### config.mk
export PLATFORM = sky130hd
export DESIGN_NAME = unidade_controle_mc_flat
export DESIGN_NICKNAME = d
export VERILOG_FILES = /design/src/rtl/unidade_controle_mc_if.sv /design/src/rtl/unidade_controle_mc.sv /design/src/flat_wrapper.sv
export SDC_FILE = /design/constraint.sdc
export NUM_CORES = 1
export LEC_CHECK = 0
export CAP_MARGIN = 20
export CORE_MARGIN = 3
export CORE_UTILIZATION = 33
export DETAILED_ROUTE_END_ITERATION = 16
export GPL_TIMING_DRIVEN = 0
export PLACE_DENSITY_LB_ADDON = 0.15
export SETUP_SLACK_MARGIN = 0.3
export SLEW_MARGIN = 20
export SYNTH_ARGS = -nofsm -noshare
export SYNTH_HDL_FRONTEND = slang
export SYNTH_SLANG_ARGS = --single-unit
### constraint.sdc
create_clock -name clk -period 5.7 [get_ports clk]
set_clock_uncertainty 0.05 [all_clocks]
set_input_delay 0.57 -clock clk [delete_from_list [all_inputs] [get_ports clk]]
set_output_delay 0.57 -clock clk [all_outputs]
set_load 0.01 [all_outputs]
### src/rtl/unidade_controle_mc_if.sv
// Control bus between the multicycle control unit and the datapath.
interface unidade_controle_mc_if;
    logic [31:0] ir;
    logic        zero;
    logic        menor;
    logic        pc_write;
    logic        ir_write;
    logic        mem_write;
    logic        mdr_write;
    logic        alu_out_write;
    logic        reg_write;
    logic [1:0]  alu_src_a;
    logic [1:0]  alu_src_b;
    logic [2:0]  alu_op;
    logic [1:0]  mem_to_reg;
    logic [1:0]  pc_src;
    logic [4:0]  state_out;
    logic        halted;

    // Control unit side: consumes IR fields and ALU flags, drives the datapath controls
    modport master (
        input  ir, zero, menor,
        output pc_write, ir_write, mem_write, mdr_write, alu_out_write, reg_write,
        output alu_src_a, alu_src_b, alu_op, mem_to_reg, pc_src, state_out, halted
    );

    // Datapath side
    modport slave (
        output ir, zero, menor,
        input  pc_write, ir_write, mem_write, mdr_write, alu_out_write, reg_write,
        input  alu_src_a, alu_src_b, alu_op, mem_to_reg, pc_src, state_out, halted
    );
endinterface

### src/rtl/unidade_controle_mc.sv
// Multicycle control unit for the RV64I-subset processor: fetch, decode,
// execute, memory and writeback sequencing with a configurable memory wait.
module unidade_controle_mc #(
    parameter int unsigned MEM_WAIT = 0
) (
    input  logic                         clk,
    input  logic                         reset,
    unidade_controle_mc_if.master        bus
);
    localparam int unsigned ST_W  = 5;
    localparam int unsigned CNT_W = 4;

    localparam logic [ST_W-1:0] ST_RESET     = 5'd0;
    localparam logic [ST_W-1:0] ST_FETCH     = 5'd1;
    localparam logic [ST_W-1:0] ST_DECODE    = 5'd2;
    localparam logic [ST_W-1:0] ST_R_EXEC    = 5'd3;
    localparam logic [ST_W-1:0] ST_I_EXEC    = 5'd4;
    localparam logic [ST_W-1:0] ST_ALU_WB    = 5'd5;
    localparam logic [ST_W-1:0] ST_ADDR      = 5'd6;
    localparam logic [ST_W-1:0] ST_LOAD_MEM  = 5'd7;
    localparam logic [ST_W-1:0] ST_LOAD_WB   = 5'd8;
    localparam logic [ST_W-1:0] ST_STORE_MEM = 5'd9;
    localparam logic [ST_W-1:0] ST_BRANCH    = 5'd10;
    localparam logic [ST_W-1:0] ST_LUI       = 5'd11;
    localparam logic [ST_W-1:0] ST_JAL       = 5'd12;
    localparam logic [ST_W-1:0] ST_JALR      = 5'd13;
    localparam logic [ST_W-1:0] ST_HALT      = 5'd14;

    localparam logic [6:0] OP_R      = 7'b0110011;
    localparam logic [6:0] OP_I      = 7'b0010011;
    localparam logic [6:0] OP_LOAD   = 7'b0000011;
    localparam logic [6:0] OP_STORE  = 7'b0100011;
    localparam logic [6:0] OP_BRANCH = 7'b1100011;
    localparam logic [6:0] OP_LUI    = 7'b0110111;
    localparam logic [6:0] OP_JAL    = 7'b1101111;
    localparam logic [6:0] OP_JALR   = 7'b1100111;

    localparam logic [2:0] ALU_ADD = 3'b000;
    localparam logic [2:0] ALU_SUB = 3'b001;
    localparam logic [2:0] ALU_AND = 3'b010;
    localparam logic [2:0] ALU_OR  = 3'b011;
    localparam logic [2:0] ALU_SLT = 3'b100;

    logic [ST_W-1:0]  state;
    logic [ST_W-1:0]  nextState;
    logic [CNT_W-1:0] waitCnt;
    logic             lastCnt;
    logic             countEn;

    logic [6:0] opcode;
    logic [2:0] funct3;
    logic [6:0] funct7;
    logic [14:0] unusedIrBits;

    logic       pcWrite, irWrite, memWrite, mdrWrite, aluOutWrite, regWrite, halted;
    logic [1:0] aluSrcA, aluSrcB, memToReg, pcSrc;
    logic [2:0] aluOp;
    logic       legal;
    logic       taken;

    assign opcode       = bus.ir[6:0];
    assign funct3       = bus.ir[14:12];
    assign funct7       = bus.ir[31:25];
    assign unusedIrBits = {bus.ir[24:15], bus.ir[11:7]};

    assign lastCnt = (waitCnt == CNT_W'(MEM_WAIT));
    assign countEn = (state == ST_FETCH) || (state == ST_LOAD_MEM) || (state == ST_STORE_MEM);

    // State register and memory wait counter; counter clears on every state change
    always_ff @(posedge clk or negedge reset) begin
        if (!reset) begin
            state   <= ST_RESET;
            waitCnt <= '0;
        end else begin
            state <= nextState;
            if (nextState != state) begin
                waitCnt <= '0;
            end else if (countEn) begin
                waitCnt <= waitCnt + CNT_W'(1);
            end
        end
    end

    // Next-state and control decode from registered state, IR, counter and ALU flags
    always_comb begin
        nextState   = state;
        pcWrite     = 1'b0;
        irWrite     = 1'b0;
        memWrite    = 1'b0;
        mdrWrite    = 1'b0;
        aluOutWrite = 1'b0;
        regWrite    = 1'b0;
        halted      = 1'b0;
        aluSrcA     = 2'b00;
        aluSrcB     = 2'b00;
        memToReg    = 2'b00;
        pcSrc       = 2'b00;
        aluOp       = ALU_ADD;
        legal       = 1'b1;
        taken       = 1'b0;

        case (state)
            ST_RESET: nextState = ST_FETCH;

            ST_FETCH: begin
                if (lastCnt) begin
                    irWrite   = 1'b1;
                    pcWrite   = 1'b1;
                    aluSrcB   = 2'b01;
                    nextState = ST_DECODE;
                end
            end

            ST_DECODE: begin
                // Branch/jump target from oldPC while the new IR is decoded
                aluSrcA     = 2'b10;
                aluSrcB     = 2'b11;
                aluOutWrite = 1'b1;
                case (opcode)
                    OP_R:               nextState = ST_R_EXEC;
                    OP_I:               nextState = ST_I_EXEC;
                    OP_LOAD, OP_STORE:  nextState = ST_ADDR;
                    OP_BRANCH:          nextState = ST_BRANCH;
                    OP_LUI:             nextState = ST_LUI;
                    OP_JAL:             nextState = ST_JAL;
                    OP_JALR:            nextState = ST_JALR;
                    default:            nextState = ST_HALT;
                endcase
            end

            ST_R_EXEC: begin
                case ({funct7, funct3})
                    {7'b0000000, 3'b000}: aluOp = ALU_ADD;
                    {7'b0100000, 3'b000}: aluOp = ALU_SUB;
                    {7'b0000000, 3'b111}: aluOp = ALU_AND;
                    {7'b0000000, 3'b110}: aluOp = ALU_OR;
                    {7'b0000000, 3'b010}: aluOp = ALU_SLT;
                    default:              legal = 1'b0;
                endcase
                if (legal) begin
                    aluSrcA     = 2'b01;
                    aluOutWrite = 1'b1;
                    nextState   = ST_ALU_WB;
                end else begin
                    aluOp     = ALU_ADD;
                    nextState = ST_HALT;
                end
            end

            ST_I_EXEC: begin
                case (funct3)
                    3'b000:  aluOp = ALU_ADD;
                    3'b010:  aluOp = ALU_SLT;
                    3'b111:  aluOp = ALU_AND;
                    default: legal = 1'b0;
                endcase
                if (legal) begin
                    aluSrcA     = 2'b01;
                    aluSrcB     = 2'b10;
                    aluOutWrite = 1'b1;
                    nextState   = ST_ALU_WB;
                end else begin
                    aluOp     = ALU_ADD;
                    nextState = ST_HALT;
                end
            end

            ST_ALU_WB: begin
                regWrite  = 1'b1;
                nextState = ST_FETCH;
            end

            ST_ADDR: begin
                if (funct3 == 3'b011 && (opcode == OP_LOAD || opcode == OP_STORE)) begin
                    aluSrcA     = 2'b01;
                    aluSrcB     = 2'b10;
                    aluOutWrite = 1'b1;
                    nextState   = (opcode == OP_LOAD) ? ST_LOAD_MEM : ST_STORE_MEM;
                end else begin
                    nextState = ST_HALT;
                end
            end

            ST_LOAD_MEM: begin
                if (lastCnt) begin
                    mdrWrite  = 1'b1;
                    nextState = ST_LOAD_WB;
                end
            end

            ST_LOAD_WB: begin
                regWrite  = 1'b1;
                memToReg  = 2'b01;
                nextState = ST_FETCH;
            end

            ST_STORE_MEM: begin
                memWrite = 1'b1;
                if (lastCnt) begin
                    nextState = ST_FETCH;
                end
            end

            ST_BRANCH: begin
                case (funct3)
                    3'b000:  taken = bus.zero;
                    3'b001:  taken = !bus.zero;
                    3'b100:  taken = bus.menor;
                    3'b101:  taken = !bus.menor;
                    default: legal = 1'b0;
                endcase
                if (legal) begin
                    aluSrcA   = 2'b01;
                    aluOp     = ALU_SUB;
                    nextState = ST_FETCH;
                    if (taken) begin
                        pcWrite = 1'b1;
                        pcSrc   = 2'b01;
                    end
                end else begin
                    nextState = ST_HALT;
                end
            end

            ST_LUI: begin
                regWrite  = 1'b1;
                memToReg  = 2'b11;
                nextState = ST_FETCH;
            end

            ST_JAL: begin
                regWrite  = 1'b1;
                memToReg  = 2'b10;
                pcWrite   = 1'b1;
                pcSrc     = 2'b01;
                nextState = ST_FETCH;
            end

            ST_JALR: begin
                regWrite  = 1'b1;
                memToReg  = 2'b10;
                aluSrcA   = 2'b01;
                aluSrcB   = 2'b10;
                pcWrite   = 1'b1;
                pcSrc     = 2'b10;
                nextState = ST_FETCH;
            end

            ST_HALT: halted = 1'b1;

            default: nextState = ST_HALT;
        endcase
    end

    assign bus.pc_write      = pcWrite;
    assign bus.ir_write      = irWrite;
    assign bus.mem_write     = memWrite;
    assign bus.mdr_write     = mdrWrite;
    assign bus.alu_out_write = aluOutWrite;
    assign bus.reg_write     = regWrite;
    assign bus.alu_src_a     = aluSrcA;
    assign bus.alu_src_b     = aluSrcB;
    assign bus.alu_op        = aluOp;
    assign bus.mem_to_reg    = memToReg;
    assign bus.pc_src        = pcSrc;
    assign bus.state_out     = state;
    assign bus.halted        = halted;
endmodule

### src/flat_wrapper.sv
// flat-port wrapper written by rule: the top's interface ports become plain ports
module unidade_controle_mc_flat 
#(
    parameter int unsigned MEM_WAIT = 0
)
  (clk, reset, bus_ir, bus_zero, bus_menor, bus_pc_write, bus_ir_write, bus_mem_write, bus_mdr_write, bus_alu_out_write, bus_reg_write, bus_alu_src_a, bus_alu_src_b, bus_alu_op, bus_mem_to_reg, bus_pc_src, bus_state_out, bus_halted);
  unidade_controle_mc_if bus_i ();
  input  logic clk;
  input  logic reset;
  input wire logic [$bits(bus_i.ir)-1:0] bus_ir;
  input wire logic [$bits(bus_i.zero)-1:0] bus_zero;
  input wire logic [$bits(bus_i.menor)-1:0] bus_menor;
  output wire logic [$bits(bus_i.pc_write)-1:0] bus_pc_write;
  output wire logic [$bits(bus_i.ir_write)-1:0] bus_ir_write;
  output wire logic [$bits(bus_i.mem_write)-1:0] bus_mem_write;
  output wire logic [$bits(bus_i.mdr_write)-1:0] bus_mdr_write;
  output wire logic [$bits(bus_i.alu_out_write)-1:0] bus_alu_out_write;
  output wire logic [$bits(bus_i.reg_write)-1:0] bus_reg_write;
  output wire logic [$bits(bus_i.alu_src_a)-1:0] bus_alu_src_a;
  output wire logic [$bits(bus_i.alu_src_b)-1:0] bus_alu_src_b;
  output wire logic [$bits(bus_i.alu_op)-1:0] bus_alu_op;
  output wire logic [$bits(bus_i.mem_to_reg)-1:0] bus_mem_to_reg;
  output wire logic [$bits(bus_i.pc_src)-1:0] bus_pc_src;
  output wire logic [$bits(bus_i.state_out)-1:0] bus_state_out;
  output wire logic [$bits(bus_i.halted)-1:0] bus_halted;
  assign bus_i.ir = bus_ir;
  assign bus_i.zero = bus_zero;
  assign bus_i.menor = bus_menor;
  assign bus_pc_write = bus_i.pc_write;
  assign bus_ir_write = bus_i.ir_write;
  assign bus_mem_write = bus_i.mem_write;
  assign bus_mdr_write = bus_i.mdr_write;
  assign bus_alu_out_write = bus_i.alu_out_write;
  assign bus_reg_write = bus_i.reg_write;
  assign bus_alu_src_a = bus_i.alu_src_a;
  assign bus_alu_src_b = bus_i.alu_src_b;
  assign bus_alu_op = bus_i.alu_op;
  assign bus_mem_to_reg = bus_i.mem_to_reg;
  assign bus_pc_src = bus_i.pc_src;
  assign bus_state_out = bus_i.state_out;
  assign bus_halted = bus_i.halted;
  unidade_controle_mc #(.MEM_WAIT(MEM_WAIT)) u_core (.clk(clk), .reset(reset), .bus(bus_i));
endmodule
==> summary.md <==
* **outcome** finished clean
* **wire length of the first global-routing pass** 6.065 mm
* **nets in the synthesized netlist** 195
* **combined global-route utilization of all metal layers** 18.20%
* **internal power** 0.0002577 W
* **estimated wirelength of the detail-placed design** 2.959 mm
* **most area-hungry cell type in the Yosys netlist** dfrtp_1
* **Reg-to-Reg End** u_core.waitCnt[3]$_DFFE_PN0P_
* **share of the yosys chip area belonging to registers** 19.63%
* **most frequent cell after synthesis** nand2_1
* **Sw Pwr** 0.0002245 W
* **std cell rows** 20
* **slack of the worst reg-to-reg path** 3110 ps
* **source of the worst register-to-register timing path** u_core.bus.state_out[3]$_DFF_PN0_
* **worst slack at placement** 2332 ps
* **top cells by area, synth** dfrtp_1 20%, nor3_1 6.1%, nand2_1 5.9%
* **H-tree depth** 1
* **routed wire length** 3.562 mm
* **prevailing post-synth register cell** dfrtp_1
* **count of antenna diodes in the layout** 0
* **leakage power summed over all cells** 0.6268 nW
* **Critical Path End Type** output pin
* **crit start category** input port
* **CTS Sinks** 9
* **total I/O pin count** 59
* **clock latency of the later-clocked register in the worst-skew pair** 250 ps
* **area grow syn2layout** 43.73%
* **floorplan die width** 64.97 microns
* **number of global-route vias before repair** 1246
* **number of DRC markers after the initial detailed-route iteration** 77
* **number of remaining DRC errors** 0
* **final hold violation count** 0
* **Finish-stage setup viols** 0
* **min cycle time layout** 3360 ps
* **Synthesis Warnings** 0
* **ordered list of cells on the worst path** clkdlybuf4s50_1, or4_4, nor3_1, nand2_1, o21ai_0, clkdlybuf4s50_1
* **detail-routed net length per standard cell** 14.42 microns
* **number of port buffers** 42
* **Arrival @ worst endpoint** 2740 ps
* **Reg clk slew, reported paths** 60 ps
* **Root Driver** clkbuf_4
* **path type of the worst setup path** in -> out
* **initial core utilization** 36.10%
* **via count** 1337
* **cell count after synthesis** 157
* **Critical Path Slowest Stage Cell** clkdlybuf4s50_1
* **worst hold margin** 552.9 ps
* **count of flip-flops with a built-in enable after synthesis** 0
* **share of Yosys cell area claimed by the top area cell type** 19.63%
* **setup repair after global routing missed its margin** no
* **vias per cell** 5.413
* **weighted congestion at the end of routability-driven global placement** 0.9041
* **Logic pwr share** 70.3%
* **Worst VDD drop** 216.6 uV
* **Netlist cell types** 52
* **required time at the worst-slack endpoint** 5080 ps
* **NumNets Final** 242
* **Max Root-Sink Buffers** 2
* **Mapped Avg Cell Area** 7.308 sq um
* **Switching Fraction** 46.56%
* **setup repair bufs after CTS** 0
* **measured slew at the worst slew-check pin** 813.7 ps
* **achievable frequency** 297.6 MHz
* **power share of the sequential group** 19.8%
* **fraction of final layout cells sized beyond drive strength 1** 10.84%
* **total power density per cell area** 292.4 nW/um^2
* **most common cell type on the critical path** clkdlybuf4s50_1
* **clock buffers created by TritonCTS** 3
* **type of the worst min-delay path** in -> async
* **async set-reset flop share out of synthesis** 100.0%
* **clock group share of total power** 9.8%
* **Sum Neg Setup Slack** 0 ps
* **maximum number of pins on one net before global-route repair** 11
* **worst reg-to-reg path cell count** 8
* **Final WS setup** 2340 ps
* **number of antenna violations at the first check in global routing** 0
* **hold_buf cts** 0
* **global route overflow** 0
* **TritonRoute pass-1 iters** 4
* **CTS tree** built
* **Post-Synthesis Cell Area** 1147 sq um
* **worst slew margin relative to its limit** 44.35%
* **Floorplan Core Area** 3178 sq um
* **largest incremental delay on the critical path** 550 ps
* **Die Outline Area** 4220 sq um
* **Tcrit/Tclk final** 58.94%
* **max-cap viol count** 0
* **remaining antenna violation count** 0
* **Synth Register Bits** 9
* **floorplan die height** 64.97 microns
* **max-slew violation count** 0
* **number of gates given a new drive strength after cts** 0
* **maximum fanout along the worst path** 4
* **top cells by instance count after synthesis** 18 x nand2_1, 14 x nor3_1, 13 x nand3_1, 13 x nor2_1, 9 x dfrtp_1
[per-layer routing]
layer	part of all wire, %	global-route usage [%]
met5	0	0
met2	49	30.52
met3	5.2	1.386
met1	45	25.03
met4	0.28	4.749
[state kept, by name, indices dropped and copies added (netlist names)]
register              cells
u_core.bus.state_out      5
u_core.waitCnt            4
[power by group through the flow]
stage	logic (W)	clock network, W	registers [W]
2_1_floorplan	0.000212	0	0.0000971
3_5_place_dp	0.000336	0	0.0000961
6_report	0.000339	0.0000475	0.0000956
5_1_grt	0.000375	0.0000532	0.0000988
4_1_cts	0.000337	0.0000509	0.0000952
3_3_place_gp	0.000330	0	0.0000959
[cells by family after synthesis]
group / Yosys count / share of synthesized area [%]
multiplexers: 2 / 1.854
AND/OR/NAND/NOR: 91 / 45.37
other: 1 / 0.3268
adder cells (fa/ha/maj): 2 / 2.181
XOR/XNOR: 8 / 6.762
AO/OA/AOI/OAI: 30 / 17.34
buffers and inverters: 14 / 6.542
flip-flops: 9 / 19.63
[worst max-delay path, delay by kind of cell]
family	cells	cell delay, ps
AND/OR/NAND/NOR	3	1030
AO/OA/AOI/OAI	1	180
buffers and inverters	2	950
[final cells by class]
cell class	instances	area [sq um]
fillers	328	1529
multi-input cells	134	847.1
repair buffers	42	420.4
flip-flops and latches	9	225.2
well taps	44	55.05
plain buffers	7	48.80
clock buffers	4	26.28
inverters	7	26.28
[layout by cell type, fill, tap and decap left out, types with 4 or more instances in the layout]
| cell | synthesis | final |
|---|---|---|
| xnor2_1 | 4 | 4 |
| nor3_1 | 14 | 14 |
| nand3_1 | 13 | 13 |
| inv_1 | 6 | 6 |
| a21oi_1 | 8 | 8 |
| nand2b_1 | 6 | 6 |
| dfrtp_1 | 9 | 9 |
| nor2_1 | 13 | 13 |
| clkdlybuf4s50_1 | 0 | 42 |
| nand2_1 | 18 | 18 |
| o21ai_0 | 6 | 6 |
| nand4_1 | 4 | 4 |
[through the flow]
step	std cells	util (%)	instance area, sq um	total power [W]
global placement	243	51.06	1623	0.0004263
detailed placement	243	51.06	1623	0.0004317
floorplan	157	-	1147	0.0003093
CTS	247	51.89	1649	0.0004834
global route	247	51.89	1649	0.0005266
finish	247	51.89	1649	0.0004821
[worst max-delay path by stage]
stage,start,end,slack [ps],depth (start not counted)
finish,bus_ir[27],bus_alu_op[0],2340,6
global route,bus_ir[27],bus_alu_op[0],2210,6
CTS,bus_ir[27],bus_alu_op[0],2330,6
detailed placement,bus_ir[27],bus_alu_op[0],2330,6
global placement,bus_ir[27],bus_alu_op[0],2360,6
floorplan,bus_ir[27],bus_alu_op[0],3260,4
No activity file was read; power rests on OpenSTA's default activity.
